==> src/rtl/bit_serializer.sv <==
`default_nettype none
// ============================================================================
//  Module      : bit_serializer
//  Description : Parallel-to-serial converter with valid/ready on both sides,
//                same-cycle refill on the final bit and a saturating word count.
//  Revision    : 1.0 - initial release
// ============================================================================
module bit_serializer #(
    parameter int W         = 8,
    parameter bit MSB_FIRST = 1'b1
) (
    input  logic         clk,
    input  logic         rst,
    input  logic [W-1:0] din,
    input  logic         din_valid,
    output logic         din_ready,
    output logic         bit_out,
    output logic         bit_valid,
    input  logic         bit_ready,
    output logic         last,
    output logic [15:0]  words_sent
);

    localparam int              c_IW       = (W > 1) ? $clog2(W) : 1;
    localparam logic [c_IW-1:0] c_LAST_IDX = c_IW'(W - 1);

    typedef enum logic [0:0] {
        S_IDLE  = 1'b0,
        S_SHIFT = 1'b1
    } state_t;

    state_t          r_state, w_state_nxt;
    logic [W-1:0]    r_shreg, w_shreg_nxt, w_shifted;
    logic [c_IW-1:0] r_idx, w_idx_nxt;
    logic [15:0]     r_words, w_words_nxt;
    logic            w_head, w_shift, w_accept, w_xfer;

    // The output end of the register and the shift direction follow bit order.
    generate
        if (MSB_FIRST) begin : g_msb_first
            assign w_head    = r_shreg[W-1];
            assign w_shifted = r_shreg << 1;
        end else begin : g_lsb_first
            assign w_head    = r_shreg[0];
            assign w_shifted = r_shreg >> 1;
        end
    endgenerate

    assign w_shift    = (r_state == S_SHIFT);
    assign bit_valid  = w_shift;
    assign bit_out    = w_shift & w_head;
    assign last       = w_shift && (r_idx == c_LAST_IDX);
    assign din_ready  = !rst && (!w_shift || (last && bit_ready));
    assign words_sent = r_words;
    assign w_accept   = din_valid && din_ready;
    assign w_xfer     = bit_valid && bit_ready;

    always_comb begin
        w_state_nxt = r_state;
        w_shreg_nxt = r_shreg;
        w_idx_nxt   = r_idx;
        w_words_nxt = r_words;
        if (w_accept) begin
            w_state_nxt = S_SHIFT;
            w_shreg_nxt = din;
            w_idx_nxt   = '0;
        end else if (w_xfer) begin
            if (last) begin
                w_state_nxt = S_IDLE;
                w_shreg_nxt = '0;
                w_idx_nxt   = '0;
            end else begin
                w_shreg_nxt = w_shifted;
                w_idx_nxt   = r_idx + c_IW'(1);
            end
        end
        // A refill on the final bit still completes the outgoing word.
        if (w_xfer && last && (r_words != 16'hFFFF)) begin
            w_words_nxt = r_words + 16'd1;
        end
    end

    always_ff @(posedge clk) begin
        if (rst) begin
            r_state <= S_IDLE;
            r_shreg <= '0;
            r_idx   <= '0;
            r_words <= '0;
        end else begin
            r_state <= w_state_nxt;
            r_shreg <= w_shreg_nxt;
            r_idx   <= w_idx_nxt;
            r_words <= w_words_nxt;
        end
    end

endmodule
`default_nettype wire

==> config.mk <==
export PLATFORM = sky130hd
export DESIGN_NAME = bit_serializer
export DESIGN_NICKNAME = d
export VERILOG_FILES = /design/src/rtl/bit_serializer.sv
export SDC_FILE = /design/constraint.sdc
export NUM_CORES = 1
export LEC_CHECK = 0
export CAP_MARGIN = 20
export CORE_UTILIZATION = 55
export CTS_CLUSTER_SIZE = 28
export DETAILED_ROUTE_END_ITERATION = 10
export DONT_BUFFER_PORTS = 1
export PLACE_DENSITY_LB_ADDON = 0.1
export SETUP_SLACK_MARGIN = 0.3
export SYNTH_ARGS = -nofsm -noshare
export SYNTH_HDL_FRONTEND = slang
export SYNTH_SLANG_ARGS = --single-unit
export TNS_END_PERCENT = 1
==> constraint.sdc <==
create_clock -name clk -period 2.3 [get_ports clk]
set_input_delay 0.23 -clock clk [delete_from_list [all_inputs] [get_ports clk]]
set_output_delay 0.23 -clock clk [all_outputs]
set_load 0.02 [all_outputs]
==> impl_metrics.env <==
export IMPL_synth_cells=169
export IMPL_nets=186
export IMPL_crit_top_cell="ha_1"
export IMPL_track_usage_pct=24.1
export IMPL_worst_ep_required_time_ns=2.48
export IMPL_ir_drop_uv=488
export IMPL_cts_buffers=3
export IMPL_synth_cell_type_count=38
export IMPL_combPwrFrac_pct=6.6
export IMPL_synthToLayoutAreaGrowth_pct=3.83
export IMPL_synth_top_flop_cell="dfxtp_1"
export IMPL_pwr_share_seq_pct=67.6
export IMPL_cp_start_kind="flop"
export IMPL_design_core_area_um2=2520
export IMPL_rrSetupSlack_ns=0.36
export IMPL_fill_cells=229
export IMPL_async_flop_share_pct=0
export IMPL_period_needed_ns=1.94
export IMPL_seqCellArea_um2=561
export IMPL_post_dp_hpwl_um=2200
export IMPL_hold_violations=0
export IMPL_swShare_pct=23.0
export IMPL_avgRoutedWirePerCell_um=15.8
export IMPL_fin_ws_ns=0.356
export IMPL_p_leak_nw=0.537
export IMPL_grt_pass1_wl_um=5150
export IMPL_cts_root_buf="clkbuf_4"
export IMPL_via_per_inst=6.63
export IMPL_cts_buffer_depth=2
export IMPL_port_buffers=0
export IMPL_multiInputGateArea_um2=870
export IMPL_path_buf_inv=1
export IMPL_path_clk_slew_ns=0.13
export IMPL_core_rowCount=18
export IMPL_routabilityCongestion=0.801
export IMPL_setup_worst_path_start="r_idx[0]"
export IMPL_synth_seq_area_share_pct=37.3
export IMPL_crit_chain="ha_1, ha_1, buf_4, a21bo_1, and3_1, a211oi_1, nor3_1"
export IMPL_slowest_delay_ns=0.35
export IMPL_clkLatencyLatePin_ns=0.32
export IMPL_critPathTopFamily="compound AO/OA/AOI/OAI gates"
export IMPL_holdWs_ns=0.0442
export IMPL_end_kind="flop"
export IMPL_syn_avg_cell_area_um2=8.89
export IMPL_slew_headroom_pct=29.9
export IMPL_instances_no_fill=199
export IMPL_grt_pass1_vias=1114
export IMPL_maxSlewViolCount=0
export IMPL_layout_cells_most_common="dfxtp_1"
export IMPL_diodes=0
export IMPL_start_util_pct=59.6
export IMPL_firstDrtPassIters=4
export IMPL_vias=1319
export IMPL_fin_total_pwr_mw=0.748
export IMPL_critPathMaxFanout=11
export IMPL_synth_edf_count=0
export IMPL_dp_cells=194
export IMPL_cts_sinks=28
export IMPL_synth_seq_cells=28
export IMPL_pre_cts_ws_ns=0.380
export IMPL_timing_rr_start="r_idx[0]"
export IMPL_mostFrequentLayoutCells="28 x dfxtp_1, 13 x nor2_1, 12 x a21oi_1"
export IMPL_power_switching_mw=0.172
export IMPL_syn_area_um2=1500
export IMPL_drtAntennaViolNets=0
export IMPL_htree_levels=1
export IMPL_rsz0062_at_grt="true"
export IMPL_fmax_mhz=514
export IMPL_die_w_um=54.3
export IMPL_routed_wl_um=3150
export IMPL_drv_cap=0
export IMPL_fin_tns_setup_ns=0
export IMPL_r2r_cells=7
export IMPL_min_to="bit_valid"
export IMPL_setup_violations=0
export IMPL_dieArea_um2=2950
export IMPL_outcome="completed"
export IMPL_hold_start="din_valid"
export IMPL_worst_pin_slew_ns=1.05
export IMPL_drc=0
export IMPL_hold_class="in -> reg"
export IMPL_drt_initial_drc_count=24
export IMPL_r2r_end="r_shreg[6]"
export IMPL_power_density_nw_per_um2=480
export IMPL_fin_crit_sh_pct=84.5
export IMPL_synth_nets=184
export IMPL_cts_tree="yes"
export IMPL_grt_max_degree=26
export IMPL_pwr_share_clk_pct=25.7
export IMPL_p_int_mw=0.576
export IMPL_ys_warn_count=0
export IMPL_antenna_found_initial=0
export IMPL_overflow=0
export IMPL_cp_arrival_ns=2.12
export IMPL_drive_gt1_share_pct=16.0
export IMPL_io_pins=32
export IMPL_crit_type="reg -> reg"
export IMPL_fin_skew_ns=0.00366
export IMPL_die_h_um=54.3
export IMPL_critPathSlowestCell="dfxtp_1"
export IMPL_min_path_cells=2
## power groups by stage
stage	combinational (mW)	sequential (mW)	clock, mW
detailed placement	0.0409	0.516	0
CTS	0.0496	0.506	0.202
floorplan	0.0433	0.513	0
global placement	0.0396	0.516	0
finish	0.0497	0.506	0.193
global route	0.0551	0.508	0.222
## stage by stage
| step | utilization [%] | cell area (um2) |
|---|---|---|
| after floorplan | - | 1500 |
| after detailed placement | 60.3 | 1520 |
| final | 61.9 | 1560 |
| after global routing | 61.9 | 1560 |
| after global placement | 60.3 | 1520 |
| after CTS | 61.6 | 1550 |
## synth_stat cells (2+ instances only)
| cell type | instances | share of area, % |
|---|---|---|
| dfxtp_1 | 28 | 37 |
| nor3b_1 | 7 | 3.5 |
| and2_1 | 2 | 0.83 |
| nand3_1 | 7 | 2.3 |
| ha_1 | 3 | 2.5 |
| nor4_2 | 3 | 2.5 |
| nor2_1 | 13 | 3.2 |
| a21oi_2 | 5 | 2.9 |
| nand2_1 | 9 | 2.2 |
| and4_1 | 2 | 1.2 |
| and3_1 | 4 | 1.7 |
| or3_2 | 2 | 1.0 |
| nand4_1 | 5 | 2.1 |
| o31ai_1 | 9 | 4.5 |
| clkbuf_1 | 7 | 1.7 |
| mux2_4 | 3 | 3.0 |
| nor2b_1 | 3 | 1.2 |
| nor3_1 | 10 | 3.3 |
| a21oi_1 | 12 | 4.0 |
| o21ai_1 | 3 | 1.0 |
| inv_1 | 2 | 0.50 |
| a211oi_1 | 6 | 3.0 |
| or4_1 | 9 | 4.5 |
## cells by family after synthesis
| family | count (synthesis) | synth area share, % |
|---|---|---|
| DFF | 28 | 37.3 |
| adders and majority gates | 3 | 2.50 |
| buffers and inverters | 13 | 4.83 |
| AOI/OAI and AO/OA | 40 | 18.2 |
| and+or+nand+nor | 81 | 33.5 |
| muxes | 4 | 3.66 |
## state kept, by name, indices dropped and copies added (netlist names)
| register | flops |
|---|---|
| r_idx | 3 |
| words_sent | 16 |
| r_shreg | 8 |
| bit_valid | 1 |
## layer usage
layer	track usage, %	wire (um)
met2	35.8	1470
met3	7.22	205
met5	0	0
met4	5.98	20
met1	33.7	1460
## worst max path at each step
| stage | endpoint | slack, ns | cells after the start |
|---|---|---|---|
| 2_1_floorplan | words_sent[13] | 0.44 | 6 |
| 3_3_place_gp | words_sent[7] | 0.41 | 5 |
| 3_5_place_dp | words_sent[7] | 0.38 | 5 |
| 4_1_cts | words_sent[7] | 0.32 | 5 |
| 5_1_grt | din_ready | 0.17 | 5 |
| 6_report | r_shreg[6] | 0.36 | 7 |
## repair_timing
item / 4_1_cts / 5_1_grt
buffers inserted: 0 / 1
gates resized for setup: 0 / 0
endpoints found under the hold margin: 25 / 0
hold buffers: 1 / 0
setup endpoints to repair: 0 / 18
## area by class of cell
| cell class | instances | share of cell area, % |
|---|---|---|
| Multi-Input combinational cell | 128 | 55.7 |
| Sequential cell | 28 | 35.9 |
| Timing Repair Buffer | 8 | 4.01 |
| Tap cell | 30 | 2.41 |
| Clock buffer | 3 | 1.44 |
| Inverter | 2 | 0.481 |
(Power assumes the default switching activity.)
